[config.mk]
export PLATFORM = sky130hd
export DESIGN_NAME = code_value_ram_ctrl
export DESIGN_NICKNAME = d
export VERILOG_FILES = /design/src/rtl/code_value_ram_ctrl.sv
export SDC_FILE = /design/constraint.sdc
export NUM_CORES = 1
export LEC_CHECK = 0
export CORE_MARGIN = 3
export CORE_UTILIZATION = 34
export CTS_CLUSTER_SIZE = 28
export DETAILED_ROUTE_END_ITERATION = 12
export GPL_ROUTABILITY_DRIVEN = 0
export PLACE_DENSITY = 0.81
export SETUP_SLACK_MARGIN = 0.4
export SLEW_MARGIN = 20
export SYNTH_ARGS = -nofsm -noshare
export SYNTH_HDL_FRONTEND = slang
export SYNTH_SLANG_ARGS = --single-unit
[constraint.sdc]
create_clock -name clk -period 2.8 [get_ports clk]
set_input_delay 0.56 -clock clk [delete_from_list [all_inputs] [get_ports clk]]
set_output_delay 0.56 -clock clk [all_outputs]
set_load 0.005 [all_outputs]
[src/rtl/code_value_ram_ctrl.sv]
// Sequencer/arbiter for the LZW code-value dictionary RAM: port B clear engine,
// round-robin lookup/update sharing of port A, and read-return address hold.
module code_value_ram_ctrl #(
   parameter int unsigned ADDR_W     = 13,
   parameter int unsigned DATA_W     = 13,
   parameter int unsigned CLR_ROWS   = 1024,
   parameter int unsigned CLR_VALUE  = 0,
   parameter int unsigned CLR_ON_RST = 1
) (
   input  logic              clk,
   input  logic              rst,
   input  logic              clear_start,
   output logic              clear_busy,
   output logic              clear_done,
   input  logic              lk_req,
   input  logic [ADDR_W-1:0] lk_addr,
   output logic              lk_gnt,
   output logic              lk_rvalid,
   output logic [DATA_W-1:0] lk_rdata,
   input  logic              up_req,
   input  logic [ADDR_W-1:0] up_addr,
   input  logic [DATA_W-1:0] up_data,
   output logic              up_gnt,
   output logic              ram_en_porta,
   output logic              ram_wr_porta,
   output logic [ADDR_W-1:0] ram_addra,
   output logic [DATA_W-1:0] ram_wr_dataa,
   input  logic [DATA_W-1:0] ram_rd_dataa,
   output logic              ram_en_portb,
   output logic              ram_wr_portb,
   output logic [ADDR_W-1:0] ram_addrb,
   output logic [DATA_W-1:0] ram_wr_datab
);

   localparam int unsigned CNT_W = (CLR_ROWS > 1) ? $clog2(CLR_ROWS) : 1;

   typedef enum logic [1:0] {
      S_IDLE  = 2'd0,
      S_CLEAR = 2'd1,
      S_RDRET = 2'd2
   } state_t;

   localparam state_t RST_STATE = (CLR_ON_RST != 0) ? S_CLEAR : S_IDLE;

   state_t            state, state_nx;
   logic [CNT_W-1:0]  row_cnt, row_cnt_nx;
   logic              last_lk, last_lk_nx;
   logic              pend, pend_nx;
   logic [ADDR_W-1:0] rd_addr, rd_addr_nx;
   logic              clear_done_nx;

   // State and bookkeeping registers. clear_busy doubles as the "clear writes
   // armed" flag, so the first post-reset cycle of an auto clear is a launch
   // cycle with no port B write and no enable can leak out during reset.
   always_ff @(posedge clk) begin
      if (rst) begin
         state      <= RST_STATE;
         row_cnt    <= '0;
         last_lk    <= 1'b0;
         pend       <= 1'b0;
         rd_addr    <= '0;
         clear_busy <= 1'b0;
         clear_done <= 1'b0;
      end else begin
         state      <= state_nx;
         row_cnt    <= row_cnt_nx;
         last_lk    <= last_lk_nx;
         pend       <= pend_nx;
         rd_addr    <= rd_addr_nx;
         clear_busy <= (state_nx == S_CLEAR);
         clear_done <= clear_done_nx;
      end
   end

   // Next-state, arbitration and RAM-facing outputs; everything is held low while rst is high.
   always_comb begin
      state_nx      = state;
      row_cnt_nx    = row_cnt;
      last_lk_nx    = last_lk;
      pend_nx       = pend;
      rd_addr_nx    = rd_addr;
      clear_done_nx = 1'b0;
      lk_gnt        = 1'b0;
      up_gnt        = 1'b0;
      lk_rvalid     = 1'b0;
      lk_rdata      = '0;
      ram_en_porta  = 1'b0;
      ram_wr_porta  = 1'b0;
      ram_addra     = rd_addr;
      ram_wr_dataa  = '0;
      ram_en_portb  = 1'b0;
      ram_wr_portb  = 1'b0;
      ram_addrb     = '0;
      ram_wr_datab  = '0;

      if (!rst) begin
         unique case (state)
            S_IDLE: begin
               if (clear_start || pend) begin
                  pend_nx  = 1'b0;
                  state_nx = S_CLEAR;
               end else if (lk_req && (!up_req || !last_lk)) begin
                  lk_gnt       = 1'b1;
                  ram_en_porta = 1'b1;
                  ram_addra    = lk_addr;
                  rd_addr_nx   = lk_addr;
                  last_lk_nx   = 1'b1;
                  state_nx     = S_RDRET;
               end else if (up_req) begin
                  up_gnt       = 1'b1;
                  ram_en_porta = 1'b1;
                  ram_wr_porta = 1'b1;
                  ram_addra    = up_addr;
                  ram_wr_dataa = up_data;
                  last_lk_nx   = 1'b0;
               end
            end
            S_RDRET: begin
               // addra stays on the read address: the RAM bank mux uses addra[1:0] now.
               lk_rvalid = 1'b1;
               lk_rdata  = ram_rd_dataa;
               if (clear_start) begin
                  pend_nx = 1'b1;
               end
               state_nx = S_IDLE;
            end
            S_CLEAR: begin
               if (clear_busy) begin
                  ram_en_portb = 1'b1;
                  ram_wr_portb = 1'b1;
                  ram_addrb    = ADDR_W'(row_cnt);
                  ram_wr_datab = DATA_W'(CLR_VALUE);
                  if (row_cnt == CNT_W'(CLR_ROWS - 1)) begin
                     row_cnt_nx    = '0;
                     clear_done_nx = 1'b1;
                     state_nx      = S_IDLE;
                  end else begin
                     row_cnt_nx = row_cnt + CNT_W'(1);
                  end
               end
            end
            default: state_nx = S_IDLE;
         endcase
      end
   end

endmodule

======== Word-level counts from Yosys, hierarchy flattened ========
Cells that the tools add are included.
cells by class
  add/sub/neg operators ................... 1
  equality and inequality tests ........... 6
  mux-type cells .......................... 46
  bitwise logic cells ..................... 3
  reductions and logical operators ........ 13
operator list
  kind                   number
  $mux 13                12
  $mux 10                4
  $mux 1                 23
  $add 10x1->10 const B  1
  $eq 10x10->1 const B   1
  $mux 2                 5
  $reduce_and 3->1       3
  $eq 2x1->1 const B     2
  $ne 2x2->1 const B     2
  $pmux 2 s2             1
  $reduce_bool 2->1      2
  $not 1->1              3
  $reduce_or 3->1        1
  $eq 2x2->1 const B     1
  $logic_not 1->1        2
  $logic_not 2->1        1
  $logic_or 1x1->1       2
  $pmux 1 s2             1
  $reduce_and 2->1       1
  $logic_and 1x1->1      1
word-level totals
  bits in registers ....................... 29
  input port bits ......................... 57
  output and inout bits ................... 74

======== Longest topological paths before layout ========
Gate-level depths: netlist of run 1.
  depth in word-level cells ............... 8
  depth in mapped cells ................... 7
  depth with buffers taken out ............ 5

======== Worst setup path after synthesis of run 1 ========
Ideal clock, no wire load.
  path kind ............................... input to output
  from .................................... input clear_start
  to ...................................... output ram_addra[10]
  data arrival time ....................... 1,981 ps
  data required time ...................... 2,240 ps
  setup slack ............................. 259 ps
  cell stages on the path ................. 6
  cells stage by stage .................... or4_4 -> or3_1 -> buf_2 -> buf_6 -> a222oi_1 -> inv_1
between the ends
  cells in the longest elaborated chain, start to end .. 4
ends and longest elaborated chain
  what                RTL line  source
  start: declaration  12        input logic clear_start,
  $logic_or 1x1->1    99        if (clear_start || pend) begin
  $mux 13             99
  $mux 13             97        unique case (state)
  $mux 13             96        if (!rst) begin
  end: declaration    26        output logic [ADDR_W-1:0] ram_addra,
Every way passes these cells.

======== Final worst setup path of run 1 ========
  from .................................... register pend
  to ...................................... output ram_addra[7]
between the ends
  cells in the longest elaborated chain, start to end .. 4
ends and longest elaborated chain
  what                      RTL line  source
  start: declaration        48        logic pend, pend_nx;
  start signal: assignment  68        pend <= pend_nx;
  $logic_or 1x1->1          99
  $mux 13                   99
  $mux 13                   97
  $mux 13                   96
Every way passes these cells.

==> results of run 1 <==
[cells by family (layout without fill, tap and decap cells)]
family | count (synthesis) | after routing | synth area share
compound gates | 36 | 36 | 0.178
flops | 29 | 29 | 0.334
xor+xnor | 7 | 7 | 0.0353
other cells | 1 | 16 | 0.00216
fa+ha+maj | 1 | 1 | 0.00719
buf+inv | 48 | 193 | 0.154
simple gates | 89 | 89 | 0.290
[placed cells by master (no fill, tap or decap), types with 2 or more instances in the layout]
master,instances
clkdlybuf4s50_1,54
buf_4,29
buf_6,28
and2_1,27
dfxtp_1,27
buf_2,19
dlygate4sd2_1,18
nor2_1,17
inv_1,17
conb_1,16
a222oi_1,13
a22o_1,13
nand2_1,9
nor3_1,8
and2_4,7
clkbuf_2,7
clkbuf_8,6
a21oi_1,5
xnor2_1,5
nand4_1,3
bufbuf_16,3
buf_12,3
nand3b_1,2
nand3_1,2
xor2_1,2
o41ai_1,2
dlymetal6s2s_1,2
dfxtp_2,2
[area by class of cell]
type | count | area share
Timing Repair Buffer | 167 | 0.463
Clock buffer | 7 | 0.0249
Tap cell | 67 | 0.0241
Sequential cell | 29 | 0.168
Clock inverter | 1 | 0.00865
Inverter | 18 | 0.0195
Multi-Input combinational cell | 149 | 0.292
[flip-flops by register name, indices dropped and copies added, names as in the netlist]
name	cells
clear_busy	1
clear_done	1
last_lk	1
pend	1
rd_addr	13
row_cnt	10
state	2
[where the power goes]
group	internal [W]	switching, W
registers	0.000416	0.00000445
logic	0.0000952	0.0000449
clock network	0.000290	0.000152
[repair_timing]
action	in CTS	in global routing
setup endpoints to repair	56	40
gates cloned	7	0
pin swaps	25	12
setup buffers	22	5
resized for setup	200	20
[per-layer routing]
layer	global-route usage	vias to the layer above
li1	-	1026
met1	0.244	979
met2	0.367	119
met3	0.0545	10
met4	0.0694	0
met5	0	-
[path summary, 6_finish.rpt]
check	startpoint	end	slack, ns	cells past startpoint
worst min-delay path	rd_addr[0]	rd_addr[0]	0.48	1
worst max register to register	state[1]	rd_addr[2]	1.10	6
worst max-delay path	pend	ram_addra[7]	-0.03	10
worst min register to register	rd_addr[0]	rd_addr[0]	0.48	1
[metrics by stage]
stage | total power [W] | setup TNS (ns) | hold slack [ns] | area [sq um] | utilization
finish | 0.00100 | -0.110 | 0.480 | 3470 | 0.716
global route | 0.00104 | -1.29 | 0.503 | 3470 | 0.716
CTS | 0.00101 | -0.723 | 0.476 | 3450 | 0.711
detailed placement | 0.000555 | -14.41 | 0.456 | 3000 | 0.619
global placement | 0.000553 | -14.04 | 0.456 | 3000 | 0.618
floorplan | 0.000470 | 0 | 0.441 | 1800 | -
[critical path, delay by kind of cell, from the launching register on]
kind                   cells  cell delay (ns)
buffers and inverters      7             0.81
and+or+nand+nor            2             0.81
AOI/OAI and AO/OA          1             0.06
DFF                        1             0.32
==> flow_summary.toml, run 1 <==
[synthesis]
synth.distinct_cells = 34
yosysWarningCount = 0
yosysMostFrequentCell = "and2_1"
synth-edff-count = 0
syn_avg_cell_area_sq_um = 8.24
synth_top_area_frac = 0.334
synthArstFlopShare = 0
ys_seq_area_frac = 0.334
netlist_area_sq_mm = 0.00174
syn_inst = 211
ys.flop_type = "dfxtp_1"
ys_seq_elements = 29
synthTopCellsByCount = "and2_1 (34), dfxtp_1 (29), buf_4 (18), inv_1 (18), nor2_1 (18)"
synth.area.top_cells = "dfxtp_1 (33%), and2_1 (12%), buf_4 (7.8%), a222oi_1 (7.5%), a22o_1 (6.5%)"
synth_top_area_cell = "dfxtp_1"

[layout]
syn2layout_area_growth_pct = 99.6
stdcell_count = 438
drive_gt1_frac = 0.321
fillCellCount = 377
ff_latch_area_sq_um = 583
nNetsFinal = 428
n_antenna_cell = 0
multiInputGateArea_sq_mm = 0.00101

[detailed_routing]
drt_iter0_drc = 164
route.met2.wl_mm = 3.25
wl_per_cell_um = 14.6
ant_nets = 0
route.detailed.drc = 0
wirelength_mm = 6.39
wl_met3_um = 516
top_layer = "met4"
vias_per_cell = 4.87
wl_met1_mm = 2.51
num_vias = 2134
dr.pass1.iters = 8

[critical_path]
cp-end-kind = "primary output"
start_kind = "flop"
required_ns = 2.24
cpMostUsedCell = "buf_6"
path_cells = "or4_4 -> buf_6 -> nor4b_4 -> buf_4 -> buf_16 -> buf_8 -> buf_6 -> a222oi_1 -> inv_1 -> buf_2"
cp_max_fo = 5
crit_slowest_cell = "or4_4"
crit_type = "reg -> out"
crit_arrival_ns = 2.27
max_stage_delay_ns = 0.53

[power]
vdd_drop_max_mv = 0.239
leakagePower_nw = 1.77
power.density_mw_per_mm2 = 289

[clock_network]
htree_levels = 2
cts_buffer_depth = 2
hold_buffers = 0
cts.reportedPaths.clkPinSlew_ns = 0.06
cts_tree = "done"
cts-root-buf = "clkbuf_8"
clock_latency_ns = 0.27
clock_sinks = 29
cts_made_buffers = 5

[sta]
tightest_slew_ns = 0.705
drv_slew = 0
rsz0062_at_grt = "true"
setup_slack_ns = -0.0271
clock_skew_ns = 0.00526
period_share = 1.01
setup_viol = 11
fmax_mhz = 354
period_needed_ns = 2.83
slew_headroom = 0.529
hold_viol_final = 0

[global_routing]
track_usage = 0.209
grt_overflow = 0
grt_start_max_net_pins = 14
antenna_found_initial = 0
grt_pass1_vias = 2180
grt_pass1_wl_mm = 10.2

[placement]
detailedPlace.worstSlack_ns = -0.581
place.port_buffers = 114
dpl.hpwl_mm = 4.00
placed_cells = 396

[floorplanning]
pin_count = 131
start_util = 0.359
die_y_um = 77.5
std_cell_rows = 25
core_sq_mm = 0.00485
die_x_um = 77.5
dieArea_sq_mm = 0.00601

[outcome]
status = "finished, violations left"
violations = "negative setup slack"

[min_path]
min_path_type = "reg -> reg"

[job]
max_cap_viol_count = 0
Note: power is estimated with default switching activity, not from simulation.
==> inputs of run 2 (changes only) <==
--- a/config.mk
+++ b/config.mk
@@ -9,7 +9,6 @@
 export CORE_UTILIZATION = 34
 export CTS_CLUSTER_SIZE = 28
 export DETAILED_ROUTE_END_ITERATION = 12
-export GPL_ROUTABILITY_DRIVEN = 0
 export PLACE_DENSITY = 0.81
 export SETUP_SLACK_MARGIN = 0.4
 export SLEW_MARGIN = 20
==> results of run 2 <==
No change in the layout: final DEF, timing and power equal those of run 1.
==> inputs of run 3 (changes only) <==
--- a/config.mk
+++ b/config.mk
@@ -5,7 +5,6 @@
 export SDC_FILE = /design/constraint.sdc
 export NUM_CORES = 1
 export LEC_CHECK = 0
-export CORE_MARGIN = 3
 export CORE_UTILIZATION = 34
 export CTS_CLUSTER_SIZE = 28
 export DETAILED_ROUTE_END_ITERATION = 12
==> run 3 against run 2 <==
  * The run still ends with negative setup slack left
  * Die area decreased by 10%
  * Global-route usage rose by 1.6 points
  * Clock power is 19% lower
  * Clock skew up 0.0010 ns
  * First-iteration DRC count is 14% lower
  * Total power fell by 8.4%
  * Combinational power about the same
  * Flip-flop and latch count is the same
  * Clock-buffer cell count stayed put
  * Final cell count shrank 2.1%
  * Sequential power is essentially flat
  * Critical endpoint is now ram_addra[1]
  * Largest cell class unchanged
==> flow_summary.toml, run 3 (synthesized netlist as in run 1, its figures left out) <==
[detailed_routing]
ant_nets = 0
num_vias = 2128
wirelength_mm = 6.49
vias_per_cell = 4.96
route.detailed.drc = 0
wl_per_cell_um = 15.1
drt_iter0_drc = 141
dr.pass1.iters = 6

[floorplanning]
dieArea_sq_mm = 0.00541
start_util = 0.361
core_sq_mm = 0.00482
std_cell_rows = 25
die_y_um = 73.5
pin_count = 131
die_x_um = 73.5

[min_path]
min_path_type = "reg -> reg"
hp-start = "rd_addr[7]"
min_path_cells = 1
holdPathEnd = "rd_addr[7]"

[layout]
top_register = "rd_addr"
reg_top3 = "rd_addr (13), row_cnt (10), state (2)"
nNetsFinal = 420
drive_gt1_frac = 0.285
final_common_cell = "clkdlybuf4s50_1"
largest_reg_flops = 13
layout.cells.most_common_list = "clkdlybuf4s50_1 (57), dfxtp_1 (27), and2_1 (25), dlygate4sd2_1 (25), buf_4 (25)"
syn2layout_area_growth_pct = 94.9
n_antenna_cell = 0
fillCellCount = 375

[clock_network]
cts-root-buf = "clkbuf_8"
cts_buffer_depth = 2
cts_made_buffers = 5
clock_latency_ns = 0.29
cts_tree = "done"
clock_sinks = 29
htree_levels = 2
cts.reportedPaths.clkPinSlew_ns = 0.06

[sta]
period_needed_ns = 2.83
slew_headroom = 0.552
setup_viol = 4
fmax_mhz = 354
period_share = 1.01
tns_ns = -0.0730
tightest_slew_ns = 0.669
clock_skew_ns = 0.00628
rsz0062_at_grt = "true"
drv_slew = 0
holdWs_ns = 0.475
hold_viol_final = 0
setup_slack_ns = -0.0251

[global_routing]
grt_pass1_vias = 1935
antenna_found_initial = 0
grt_start_max_net_pins = 15
track_usage = 0.224
grt_pass1_wl_mm = 9.05
grt_overflow = 0

[critical_path]
required_ns = 2.24
reg2reg_depth = 8
path_cells = "or4_4 -> buf_6 -> nor4b_4 -> clkbuf_16 -> buf_8 -> buf_6 -> a222oi_1 -> inv_1 -> buf_2"
critPathTopFamily = "simple AND/OR/NAND/NOR gates"
r2r_slack_ns = 1.06
cp-end-kind = "primary output"
crit_slowest_cell = "or4_4"
start_kind = "flop"
reg2reg_to = "row_cnt[6]"
crit_type = "reg -> out"
cp_max_fo = 4
crit_arrival_ns = 2.27
r2r-start = "state[1]"
path_buf_inv = 6
cpMostUsedCell = "buf_6"
max_stage_delay_ns = 0.53

[power]
power.density_mw_per_mm2 = 271
leakagePower_nw = 1.70
vdd_drop_max_mv = 0.177

[job]
max_cap_viol_count = 0

[placement]
gp_congestion = 0.797
place.port_buffers = 114
dpl.hpwl_mm = 4.21

[outcome]
violations = "negative setup slack"
status = "finished, violations left"
==> run 3: cell count changes in the layout (fill, tap and decap cells not counted), moves of 3 or more <==
| cell | change |
|---|---|
| dlygate4sd2_1 | +7 |
| clkdlybuf4s50_1 | +3 |
| clkbuf_2 | -7 |
| buf_4 | -4 |
| buf_6 | -6 |
==> run 3: worst register-to-register path: stages, from the launching register on <==
cell      delay (ns)
dfxtp_2         0.33
buf_4           0.16
nand3b_1        0.19
buf_4           0.15
buf_4           0.12
buf_4           0.16
nor2_1          0.20
a21o_1          0.24
nor2_1          0.08
==> run 3: how the worst max path moves through the flow <==
stage	from	endpoint	slack (ns)	cells after the start
6_report	pend	ram_addra[1]	-0.03	9
2_1_floorplan	clear_start	ram_addra[10]	0.31	5
5_1_grt	pend	ram_addra[1]	-0.08	9
3_5_place_dp	clear_start	ram_addra[1]	-0.58	7
4_1_cts	pend	ram_addra[1]	-0.10	9
3_3_place_gp	clear_start	ram_addra[1]	-0.53	7
==> run 3: final cells by class <==
cell class,instances,area [sq um],area share
timing repair buffer,159,1550,0.456
multi-input combinational,149,1020,0.302
sequential,29,583,0.172
clock buffer,7,86.3,0.0255
tap,67,83.8,0.0247
inverter,18,67.6,0.0199
==> run 3: through the flow <==
step / std cells / cell area, sq um / total power (W) / setup WS, ns / util
final: 429 / 3390 / 0.000918 / -0.0251 / 0.704
after global routing: 429 / 3390 / 0.000947 / -0.0764 / 0.704
after floorplan: 226 / 1800 / 0.000470 / 0.314 / -
after CTS: 426 / 3320 / 0.000912 / -0.102 / 0.690
after global placement: 399 / 3020 / 0.000555 / -0.529 / 0.627
after detailed placement: 399 / 3020 / 0.000557 / -0.582 / 0.627
==> run 3: timing repair <==
item	CTS	global route
setup endpoints to repair	56	33
setup buffers	14	3
gates cloned	6	0
pin swaps	11	15
resized for setup	177	22
hold buffers	0	0
==> run 3: metal layers <==
layer	wire (um)	share of wire	track usage	vias to the layer above
li1	-	-	-	1000
met1	2570	0.40	0.269	1006
met2	3390	0.52	0.381	103
met3	322	0.050	0.0439	19
met4	211	0.033	0.109	0
met5	0	0	0	-
==> run 3: where the power goes <==
part / total (W) / internal, W / switching (W) / leakage (nW)
clock network: 0.000356 / 0.000195 / 0.000162 / 0.0443
logic: 0.000142 / 0.0000945 / 0.0000473 / 1.42
registers: 0.000420 / 0.000416 / 0.00000465 / 0.235
total: 0.000918 / 0.000705 / 0.000213 / 1.70
==> RTL change 1, RTL diff (config.mk and constraints of run 1) <==
`CLR_ROWS`: 1024 -> 2048.
--- a/src/rtl/code_value_ram_ctrl.sv
+++ b/src/rtl/code_value_ram_ctrl.sv
@@ -4,5 +4,5 @@
    parameter int unsigned ADDR_W     = 13,
    parameter int unsigned DATA_W     = 13,
-   parameter int unsigned CLR_ROWS   = 1024,
+   parameter int unsigned CLR_ROWS   = 2048,
    parameter int unsigned CLR_VALUE  = 0,
    parameter int unsigned CLR_ON_RST = 1
Check against the original RTL: no difference found for any inputs over 10 cycles, from zero or initial values and one cycle with rst high; that may be too few to reach the edited logic, so the function may still have changed.
==> RTL change 1 against run 1 <==
- via count up 0.23%
- power down 7.7%
- worst setup slack better by 57 ps
- sequential share of layout area is 0.59 points lower
- sequential cell count is 1 higher
- critical path type is now in -> out
- final area grew 7.0%
- routed wire length up 5.5%
- area after synthesis rose by 5.2%
==> RTL change 1: results (changes against run 1) <==
| Metric | Value |
|---|---|
| Yosys reg bits | `30 (+3.4%)` |
| Initial detailed-routing violation count | `75 (-54%)` |
| Buffer share of cell area | `48.0% (+1.7 points)` |
| Leakage power | `1.93 nW (+8.8%)` |
| First-pass GRT wire length | `10.0 mm (-2.4%)` |
| Met2 Use GR | `37.9% (+1.2 points)` |
| Met3 Resource Use GR | `5.90% (+0.44 points)` |
| Gate Count Post-Synth | `208 (-1.4%)` |
| Synth area leaders | `dfxtp_1 33%, and2_1 17%, buf_4 7.4%` |
| Area of the multi-input gates | `1140 um2 (+12%)` |
| Top post-synthesis cells by count | `50 x and2_1, 30 x dfxtp_1, 18 x buf_4, 15 x nor2_1, 13 x a21o_1` |
| Seq/Total Area, Yosys | `32.8% (-0.55 points)` |
| Flop pwr share | `46.9% (+5.0 points)` |
| Via count | `2139 (+0.23%)` |
| M1 WL | `2.66 mm (+5.8%)` |
| Synthesis-to-finish area growth | `103%` |
| VDD IR max | `248 uV (+3.7%)` |
| GRT met1 Usage | `23.0% (-1.5 points)` |
| Wire per inst | `14.7 um (+0.89%)` |
| P_int | `722 uW (-9.8%)` |
| Status | `complete, no violations` |
| Inverters, non-clock | `4 (-14)` |
| Worst slew margin | `38.3% (-15 points)` |
| Critical Path AT | `2210 ps (-60 ps)` |
| Psw | `203 uW (+0.82%)` |
| Hpwl dp | `4.11 mm (+2.7%)` |
| CP peak stage delay | `480 ps (-50 ps)` |
| Metal3 WL | `522 um (+1.2%)` |
| Final-layout clock-cell area share | `2.46% (-0.89 points)` |
| Type of the most critical hold path | `reg -> reg` |
| Port Buffer Count | `115 (+0.88%)` |
| Avg Inst Size Synth | `8.79 um2 (+6.7%)` |
| Cell Count, Final, Fillers Out | `458 (+4.6%)` |
| FF/Latch Area | `602 um2 (+3.2%)` |
| DP Worst Slack | `-465 ps (+116 ps)` |
| Area after DPL | `3100 um2 (+3.2%)` |
| Placed insts | `402 (+1.5%)` |
| Filler instances | `402 (+6.6%)` |
| Routed met2 length | `3.54 mm (+8.8%)` |
| Netlist cell types | `38 (+12%)` |
| Comb_multi_in | `161 (+8.1%)` |
| Nets | `445 (+4.0%)` |
| Skew final | `7.30 ps (+2.04 ps)` |
| Crit Path Class | `in -> out` |
RTL change 1: final timing paths:
check / startpoint / endpoint / slack, ps / depth (start not counted)
worst max-delay path: clear_start / ram_addra[6] / 30 / 10
worst min-delay path: rd_addr[0]$_SDFFE_PP0P_ / rd_addr[0]$_SDFFE_PP0P_ / 450 / 1
worst max register to register: pend$_SDFFE_PP0P_ / rd_addr[7]$_SDFFE_PP0P_ / 800 / 10
worst min register to register: rd_addr[0]$_SDFFE_PP0P_ / rd_addr[0]$_SDFFE_PP0P_ / 450 / 1
RTL change 1: cell families (layout without fill, tap and decap cells):
logic type	count (synthesis)	in the layout	synth area share, %
DFF	30	30	32.8
xor gates and xnor gates	8	8	3.83
adders and majority gates	1	1	0.684
and+or+nand+nor	99	99	32.8
buffers and inverters	32	197	12.7
other	1	15	0.205
AOI/OAI and AO/OA	37	38	16.9
RTL change 1: repair_timing:
item,in CTS,in global routing
setup buffers,30,11
endpoints found under the setup margin,57,57
pin swaps,10,11
gates resized for setup,196,41
cloned,6,1
==> RTL change 2, RTL diff (settings of run 1) <==
Made on the original files. Re-encode `state_t` (3 states) as one-hot, 3 bits wide.
--- a/src/rtl/code_value_ram_ctrl.sv
+++ b/src/rtl/code_value_ram_ctrl.sv
@@ -35,8 +35,8 @@
    localparam int unsigned CNT_W = (CLR_ROWS > 1) ? $clog2(CLR_ROWS) : 1;
 
-   typedef enum logic [1:0] {
-      S_IDLE  = 2'd0,
-      S_CLEAR = 2'd1,
-      S_RDRET = 2'd2
+   typedef enum logic [2:0] {
+      S_IDLE  = 3'b001,
+      S_CLEAR = 3'b010,
+      S_RDRET = 3'b100
    } state_t;
 
Formal check against the unedited RTL: no difference found for any inputs over 10 cycles, from zero or initial values and one cycle with rst high; not proved beyond that.
==> RTL change 2 against run 1 <==
- maximum frequency rose by 19%
- register-to-register slack worse by 320 ps
- worst setup slack improved by 450 ps
- area after synthesis increased by 23%
- final area is 8.3% higher
- sequential cell count grew 1
- die area grew 21%
- routed wire length is 12% higher
Power is not compared: it rests on default switching activity, and its combinational part moved more than twofold at a synthesized area within 25%.
==> RTL change 2: results (changes against run 1) <==
| Metric | Value |
|---|---|
| Synth area leaders | `dfxtp_1 28%, mux2i_1 12%, and2_1 9.6%` |
| Post-synth ARST share | `0% (unchanged)` |
| Netlist cell types | `41 (+21%)` |
| Type of the most critical hold path | `reg -> reg` |
| Worst-skew pair later-pin latency | `between 200 and 300 ps` |
| Pwr Density | `approximately 350 nW/um2` |
| Hpwl dp | `5.12 mm (+28%)` |
| M1 WL | `3.00 mm (+19%)` |
| Gate power share | `~36%` |
| Htree depth | `2 (unchanged)` |
| Clock Root Buffer | `clkbuf_8` |
| CTS clock-pin slew for the worst setup and hold paths | `70 ps` |
| Port Buffer Count | `114 (unchanged)` |
| VDD IR max | `308 uV` |
| Status | `complete, no violations` |
| Top post-synthesis cells by count | `33 x and2_1, 30 x dfxtp_1, 30 x nand2_1, 26 x mux2i_1, 20 x inv_1` |
| Avg Inst Size Synth | `7.77 um2 (-5.7%)` |
| CP max FO | `7 (+2)` |
| Routed met2 length | `3.60 mm (+11%)` |
| Clock power frac | `24.7%` |
| Largest net degree at the start of global routing | `28 (+14)` |
| Metal3 WL | `446 um (-14%)` |
| EDFF count, synth | `0 (unchanged)` |
| Sw Share | `between 30% and 40%` |
| Leakage power | `between 1.5 and 2 nW` |
| Cell Count, Final, Fillers Out | `494 (+13%)` |
| CP peak stage delay | `370 ps (-160 ps)` |
| DR vias/cell | `4.96 (+1.7%)` |
| CTS Buf Count | `5 (unchanged)` |
| Most frequent cell after synthesis | `and2_1` |
| Most used DFF post-synth | `dfxtp_1` |
| GRT met1 Usage | `24.2% (-0.23 points)` |
| YS warnings | `0 (unchanged)` |
| Met3 Resource Use GR | `3.50% (-2.0 points)` |
| Deepest clock path buffer count | `2 (unchanged)` |
| Slew @ Worst Pin | `766 ps (+61.6 ps)` |
| Critical Path AT | `1820 ps (-450 ps)` |
| Seq/Total Area, Yosys | `28.0% (-5.4 points)` |
| Largest regs | `rd_addr x13, row_cnt x10, state x3` |
| Cell class contributing the biggest share of worst-path delay | `buffers and inverters` |
| Initial antenna violation count | `0 (unchanged)` |
| Ant diodes | `0 (unchanged)` |
| First-pass GRT wire length | `11.7 mm (+14%)` |
| Skew final | `9.00 ps (+3.74 ps)` |
| Ratio of cells with drive above 1 in the final layout | `22.4% (-9.6 points)` |
| Tot GR Track Use | `19.4% (-1.5 points)` |
| Crit path max-delay cell type | `dfxtp_4` |
| Drt first pass iters | `4 (-4)` |
| Top Layer Used | `met4` |
| Wire per inst | `14.5 um (-0.93%)` |
| Vias in the first global route | `2417 (+11%)` |
| Met2 Use GR | `34.0% (-2.7 points)` |
| Nets | `477 (+11%)` |
| Filler instances | `525 (+39%)` |
| Initial detailed-routing violation count | `75 (-54%)` |
| Placed insts | `466 (+18%)` |
## RTL change 2: final cells by class
type / count / area, um2 / share of cell area (%)
clock buffers: 5 / 68.8 / 1.83
clock inverters: 2 / 10.0 / 0.266
inverters: 20 / 75.1 / 2.00
flip-flops and latches: 30 / 612 / 16.3
repair buffers: 157 / 1460 / 38.9
multi-input cells: 205 / 1440 / 38.2
well taps: 75 / 93.8 / 2.50
## RTL change 2: kinds of logic (layout without fill, tap and decap cells)
family          count (synthesis)  in the layout  synth area share [%]
compound gates                 44             44                  14.7
xor+xnor                        1              1                 0.408
fa+ha+maj                       1              1                 0.583
buf+inv                        56            184                  13.6
flops                          30             30                  28.0
mux                            26             26                  12.1
other cells                     1             16                 0.175
simple gates                  117            117                  30.4
## RTL change 2: repair_timing
action / 4_1_cts / 5_1_grt
pin swaps: 2 / 5
endpoints found under the setup margin: 56 / 45
buffers inserted: 12 / 6
hold buffers: 0 / 0
gates cloned: 3 / 0
gates resized for setup: 67 / 59
## RTL change 2: metrics by stage
stage          utilization [%]  cell area (um2)  worst slack, ps
2_1_floorplan                -             2200              533
3_3_place_gp              56.4             3400            -68.7
3_5_place_dp              56.4             3400            -86.7
4_1_cts                   61.3             3690              403
5_1_grt                   62.4             3760              320
6_report                  62.4             3760              423
## RTL change 2: path summary, 6_finish.rpt
kind                                start                       to  slack [ps]  cells after the start
setup / recovery      state[2]$_SDFF_PP0_          ram_wr_dataa[1]         420                      7
hold / removal    rd_addr[0]$_SDFFE_PP0P_  rd_addr[0]$_SDFFE_PP0P_         460                      2
hold reg to reg   rd_addr[0]$_SDFFE_PP0P_  rd_addr[0]$_SDFFE_PP0P_         460                      2
setup reg to reg  row_cnt[0]$_SDFFE_PP0P_  row_cnt[5]$_SDFFE_PP0P_         780                      4
